===== config.mk =====
export PLATFORM = sky130hd
export DESIGN_NAME = btn_press_classifier
export DESIGN_NICKNAME = d
export VERILOG_FILES = /design/src/rtl/btn_press_classifier.sv
export SDC_FILE = /design/constraint.sdc
export NUM_CORES = 1
export LEC_CHECK = 0
export BUFFER_PORTS_ARGS = -buffer_cell sky130_fd_sc_hd__buf_2
export CAP_MARGIN = 20
export CORE_ASPECT_RATIO = 1.4
export CORE_MARGIN = 2
export CORE_UTILIZATION = 35
export CTS_CLUSTER_DIAMETER = 30
export DETAILED_ROUTE_END_ITERATION = 16
export PLACE_DENSITY = 0.56
export SLEW_MARGIN = 20
export SYNTH_ARGS = -nofsm -noshare
export SYNTH_HDL_FRONTEND = slang
export SYNTH_SLANG_ARGS = --single-unit
export TNS_END_PERCENT = 100

===== constraint.sdc =====
create_clock -name clk -period 2.8 [get_ports clk]
set_input_delay 0.14 -clock clk [delete_from_list [all_inputs] [get_ports clk]]
set_output_delay 0.14 -clock clk [all_outputs]
set_load 0.02 [all_outputs]

===== src/rtl/btn_press_classifier.sv =====
// Turns a debounced button level into one-cycle short, long and auto-repeat pulses.
// A button already held at reset is ignored until it has been seen released once.
module btn_press_classifier #(
    parameter int unsigned LONG_PRESS_CYCLES = 100_000_000,
    parameter int unsigned REPEAT_CYCLES     = 20_000_000,
    parameter bit          REPEAT_EN         = 1'b1,
    parameter int unsigned CNT_WIDTH         = 27
) (
    input  logic clk,
    input  logic rst_n,
    input  logic btn_level,
    output logic short_pulse,
    output logic long_pulse,
    output logic repeat_pulse,
    output logic held
);

    typedef enum logic [1:0] {
        WAIT_RELEASE,
        IDLE,
        PRESSED,
        LONG_HELD
    } state_t;

    localparam logic [CNT_WIDTH-1:0] LONG_LAST   = CNT_WIDTH'(LONG_PRESS_CYCLES - 1);
    localparam logic [CNT_WIDTH-1:0] REPEAT_LAST = CNT_WIDTH'(REPEAT_CYCLES - 1);
    localparam logic [CNT_WIDTH-1:0] CNT_ONE     = CNT_WIDTH'(1);

    state_t               state;
    state_t               state_next;
    logic [CNT_WIDTH-1:0] cnt;
    logic [CNT_WIDTH-1:0] cnt_next;
    logic                 short_next;
    logic                 long_next;
    logic                 repeat_next;
    logic                 held_next;

    always_ff @(posedge clk or negedge rst_n) begin
        if (!rst_n) begin
            state        <= WAIT_RELEASE;
            cnt          <= '0;
            short_pulse  <= 1'b0;
            long_pulse   <= 1'b0;
            repeat_pulse <= 1'b0;
            held         <= 1'b0;
        end else begin
            state        <= state_next;
            cnt          <= cnt_next;
            short_pulse  <= short_next;
            long_pulse   <= long_next;
            repeat_pulse <= repeat_next;
            held         <= held_next;
        end
    end

    // A release always takes priority over a threshold reached on the same edge.
    always_comb begin
        state_next  = state;
        cnt_next    = cnt;
        short_next  = 1'b0;
        long_next   = 1'b0;
        repeat_next = 1'b0;

        case (state)
            WAIT_RELEASE: begin
                if (!btn_level) begin
                    state_next = IDLE;
                    cnt_next   = '0;
                end
            end

            IDLE: begin
                if (btn_level) begin
                    state_next = PRESSED;
                    cnt_next   = CNT_ONE;
                end
            end

            PRESSED: begin
                if (!btn_level) begin
                    state_next = IDLE;
                    cnt_next   = '0;
                    short_next = 1'b1;
                end else if (cnt == LONG_LAST) begin
                    state_next = LONG_HELD;
                    cnt_next   = '0;
                    long_next  = 1'b1;
                end else begin
                    cnt_next = cnt + CNT_ONE;
                end
            end

            LONG_HELD: begin
                if (!btn_level) begin
                    state_next = IDLE;
                    cnt_next   = '0;
                end else if (cnt == REPEAT_LAST) begin
                    // Without auto-repeat the counter parks here instead of wrapping.
                    if (REPEAT_EN) begin
                        repeat_next = 1'b1;
                        cnt_next    = '0;
                    end
                end else begin
                    cnt_next = cnt + CNT_ONE;
                end
            end

            default: begin
                state_next = WAIT_RELEASE;
                cnt_next   = '0;
            end
        endcase

        held_next = (state_next == PRESSED) || (state_next == LONG_HELD);
    end

endmodule


==> results.sh <==
export IMPL_dieArea_um2=5980
export IMPL_worst_path_buf_inv=1
export IMPL_die_w_um=66.0
export IMPL_end_kind="flip-flop"
export IMPL_status="finished, final reports clean"
export IMPL_clockBufferDepth=2
export IMPL_synth_area_um2=1880
export IMPL_p_sw_uw=462
export IMPL_cts_htree_levels=2
export IMPL_yosysSeqAreaShare=0.426
export IMPL_total_leakage_power_uw=0.000858
export IMPL_crit_fanout=23
export IMPL_grt_max_degree=33
export IMPL_grt_setup_unrepaired="false"
export IMPL_synth_cells=209
export IMPL_ys_flop_type="dfrtp_1"
export IMPL_via_per_inst=5.49
export IMPL_cts_sinks=32
export IMPL_grt_antenna_before_repair=0
export IMPL_start_kind="flip-flop"
export IMPL_wl_mm=4.11
export IMPL_clock_latency_ns=0.29
export IMPL_crit_path_top_delay_cell="dfrtp_1"
export IMPL_cap_violations=0
export IMPL_grtUsageTotal=0.154
export IMPL_yosys_area_top_type_share=0.426
export IMPL_grt_pass1_wl_mm=7.20
export IMPL_diodes=0
export IMPL_yosysMostFrequentCell="dfrtp_1"
export IMPL_ys_top_cells_by_area="dfrtp_1 43%, nand2_1 5.0%, nand3_1 4.8%"
export IMPL_peakVddDrop_mv=0.342
export IMPL_synth_cell_type_count=43
export IMPL_hold_path_class="primary input to flip-flop"
export IMPL_place_gp_congestion=0.759
export IMPL_port_buffers=6
export IMPL_power_frac_comb=0.277
export IMPL_yosysWarnings=0
export IMPL_path_cells="ha_1 -> and3_1 -> nand2_1 -> nor4_4 -> o32ai_4 -> buf_6 -> nor2_4 -> nor2_1"
export IMPL_synth_commonest_cells="32 x dfrtp_1, 25 x nand2_1, 21 x nor2_1, 18 x nand3_1"
export IMPL_totalNegativeSetupSlack_ns=0
export IMPL_fp_row_count=31
export IMPL_synth_edf_count=0
export IMPL_die_y_um=90.7
export IMPL_grt_ovfl_total=0
export IMPL_syn_num_nets=218
export IMPL_fin_total_pwr_uw=1340
export IMPL_path_clk_slew_ns=0.07
export IMPL_setup_viol=0
export IMPL_ctsResizeCount=0
export IMPL_cts_buffers=5
export IMPL_core_um2=5200
export IMPL_final_cell_area_um2=2090
export IMPL_async_flop_share=1.00
export IMPL_sequentialPowerShare=0.391
export IMPL_worst_pin_slew_ns=0.742
export IMPL_final_min_clock_period_ns=2.45
export IMPL_critical_path_max_stage_delay_ns=0.43
export IMPL_ys_seq_elements=32
export IMPL_cts_root_buffer_cell="clkbuf_8"
export IMPL_grt_pass1_vias=1531
export IMPL_p_int_uw=876
export IMPL_final_cells=282
export IMPL_final_util=0.403
export IMPL_place_area_um2=1960
export IMPL_antenna_left=0
export IMPL_tritoncts="built"
export IMPL_hpwl_mm=2.85
export IMPL_cp_top_family="simple AND/OR/NAND/NOR gates"
export IMPL_max_freq_mhz=408
export IMPL_power_frac_clock=0.333
export IMPL_fin_nets=224
export IMPL_drive_above_1_share=0.106
export IMPL_start_util=0.362
export IMPL_drc_errors=0
export IMPL_maxSlewHeadroom=0.506
export IMPL_hold_violations=0
export IMPL_dr_pass1_iters=4
export IMPL_p_per_area_nw_per_um2=640
export IMPL_dp_cells=272
export IMPL_fin_skew_ns=0.00767
export IMPL_reg2reg_setup_slack_ns=0.35
export IMPL_slew_violations=0
export IMPL_cp_arrival_ns=2.62
export IMPL_p_sw_frac=0.345
export IMPL_criticalPathCategory="flip-flop to flip-flop"
export IMPL_pin_count=7
export IMPL_wl_per_cell_um=14.6
export IMPL_area_growth_syn_to_layout_pct=11.2
export IMPL_worst_endpoint_required_ns=2.97
export IMPL_avgSynthCellArea_um2=9.00
export IMPL_drt_initial_drc_count=53
export IMPL_yosysTopAreaCell="dfrtp_1"
export IMPL_period_share=0.876
export IMPL_vias=1547
## worst paths after layout
| check | start | to | cells after the start |
|---|---|---|---|
| worst min register to register | cnt[7]$_DFFE_PN0P_ | cnt[7]$_DFFE_PN0P_ | 1 |
| worst max register to register | cnt[0]$_DFFE_PN0P_ | cnt[21]$_DFFE_PN0P_ | 8 |
| worst max-delay path | cnt[0]$_DFFE_PN0P_ | cnt[21]$_DFFE_PN0P_ | 8 |
| worst min-delay path | btn_level | short_pulse$_DFF_PN0_ | 2 |
| min in group asynchronous | rst_n | repeat_pulse$_DFF_PN0_ | 2 |
| max in group asynchronous | rst_n | cnt[5]$_DFFE_PN0P_ | 2 |
## registers in the layout, summed over array words and instances, names as in the netlist
name	flops
cnt	27
held	1
long_pulse	1
repeat_pulse	1
short_pulse	1
state	1
## metrics by stage
stage	hold slack [ns]	setup slack (ns)
final	0.149	0.346
after global routing	0.176	0.0803
after CTS	0.140	0.144
after detailed placement	0.260	0.154
after global placement	0.259	0.212
after floorplan	-0.156	0.685
## cell type report
cell class	count	area (um2)
fillers	552	3110
multi-input cells	159	1010
flip-flops and latches	32	801
well taps	66	82.6
clock buffers	6	72.6
repair buffers	10	66.3
clock inverters	2	35.0
inverters	7	26.3
## logic make-up after synthesis
logic type,count (synthesis),synth area share
and+or+nand+nor,102,0.298
AOI/OAI and AO/OA,38,0.129
DFF,32,0.426
buffers and inverters,18,0.0439
xor gates and xnor gates,10,0.0466
adders and majority gates,6,0.0399
muxes,3,0.0166
## per-layer routing
metal,vias up,wire (um),global-route usage,share of wire
li1,773,-,-,-
met1,751,1880,0.189,0.46
met2,17,2050,0.255,0.50
met3,6,94,0.0337,0.023
met4,0,82,0.0663,0.020
met5,-,0,0,0
## power groups by stage
stage	Combinational [uW]	Clock (uW)	Sequential, uW
3_5_place_dp	370	0	531
6_report	370	445	523
4_1_cts	372	462	522
5_1_grt	422	472	531
2_1_floorplan	265	0	535
3_3_place_gp	367	0	529
## timing repair
action / CTS / global route
hold buffers: 1 / 0
endpoints found under the hold margin: 32 / 0
setup buffers: 0 / 0
## cells in the final DEF, fill, tap and decap left out, drive strengths merged, types with 2 or more instances in the layout
cell type and instances:
a21oi 12, a31oi 12, a41oi 3, and3 6, and4 3, buf 9
clkbuf 6, dfrtp 32, ha 6, inv 7, mux2i 2, nand2 25
nand3 18, nand3b 4, nand4 7, nor2 22, nor3 2, nor4 6
o21ai 4, o22ai 2, xnor2 3, xor2 7
No activity file was read; power rests on OpenSTA's default activity.
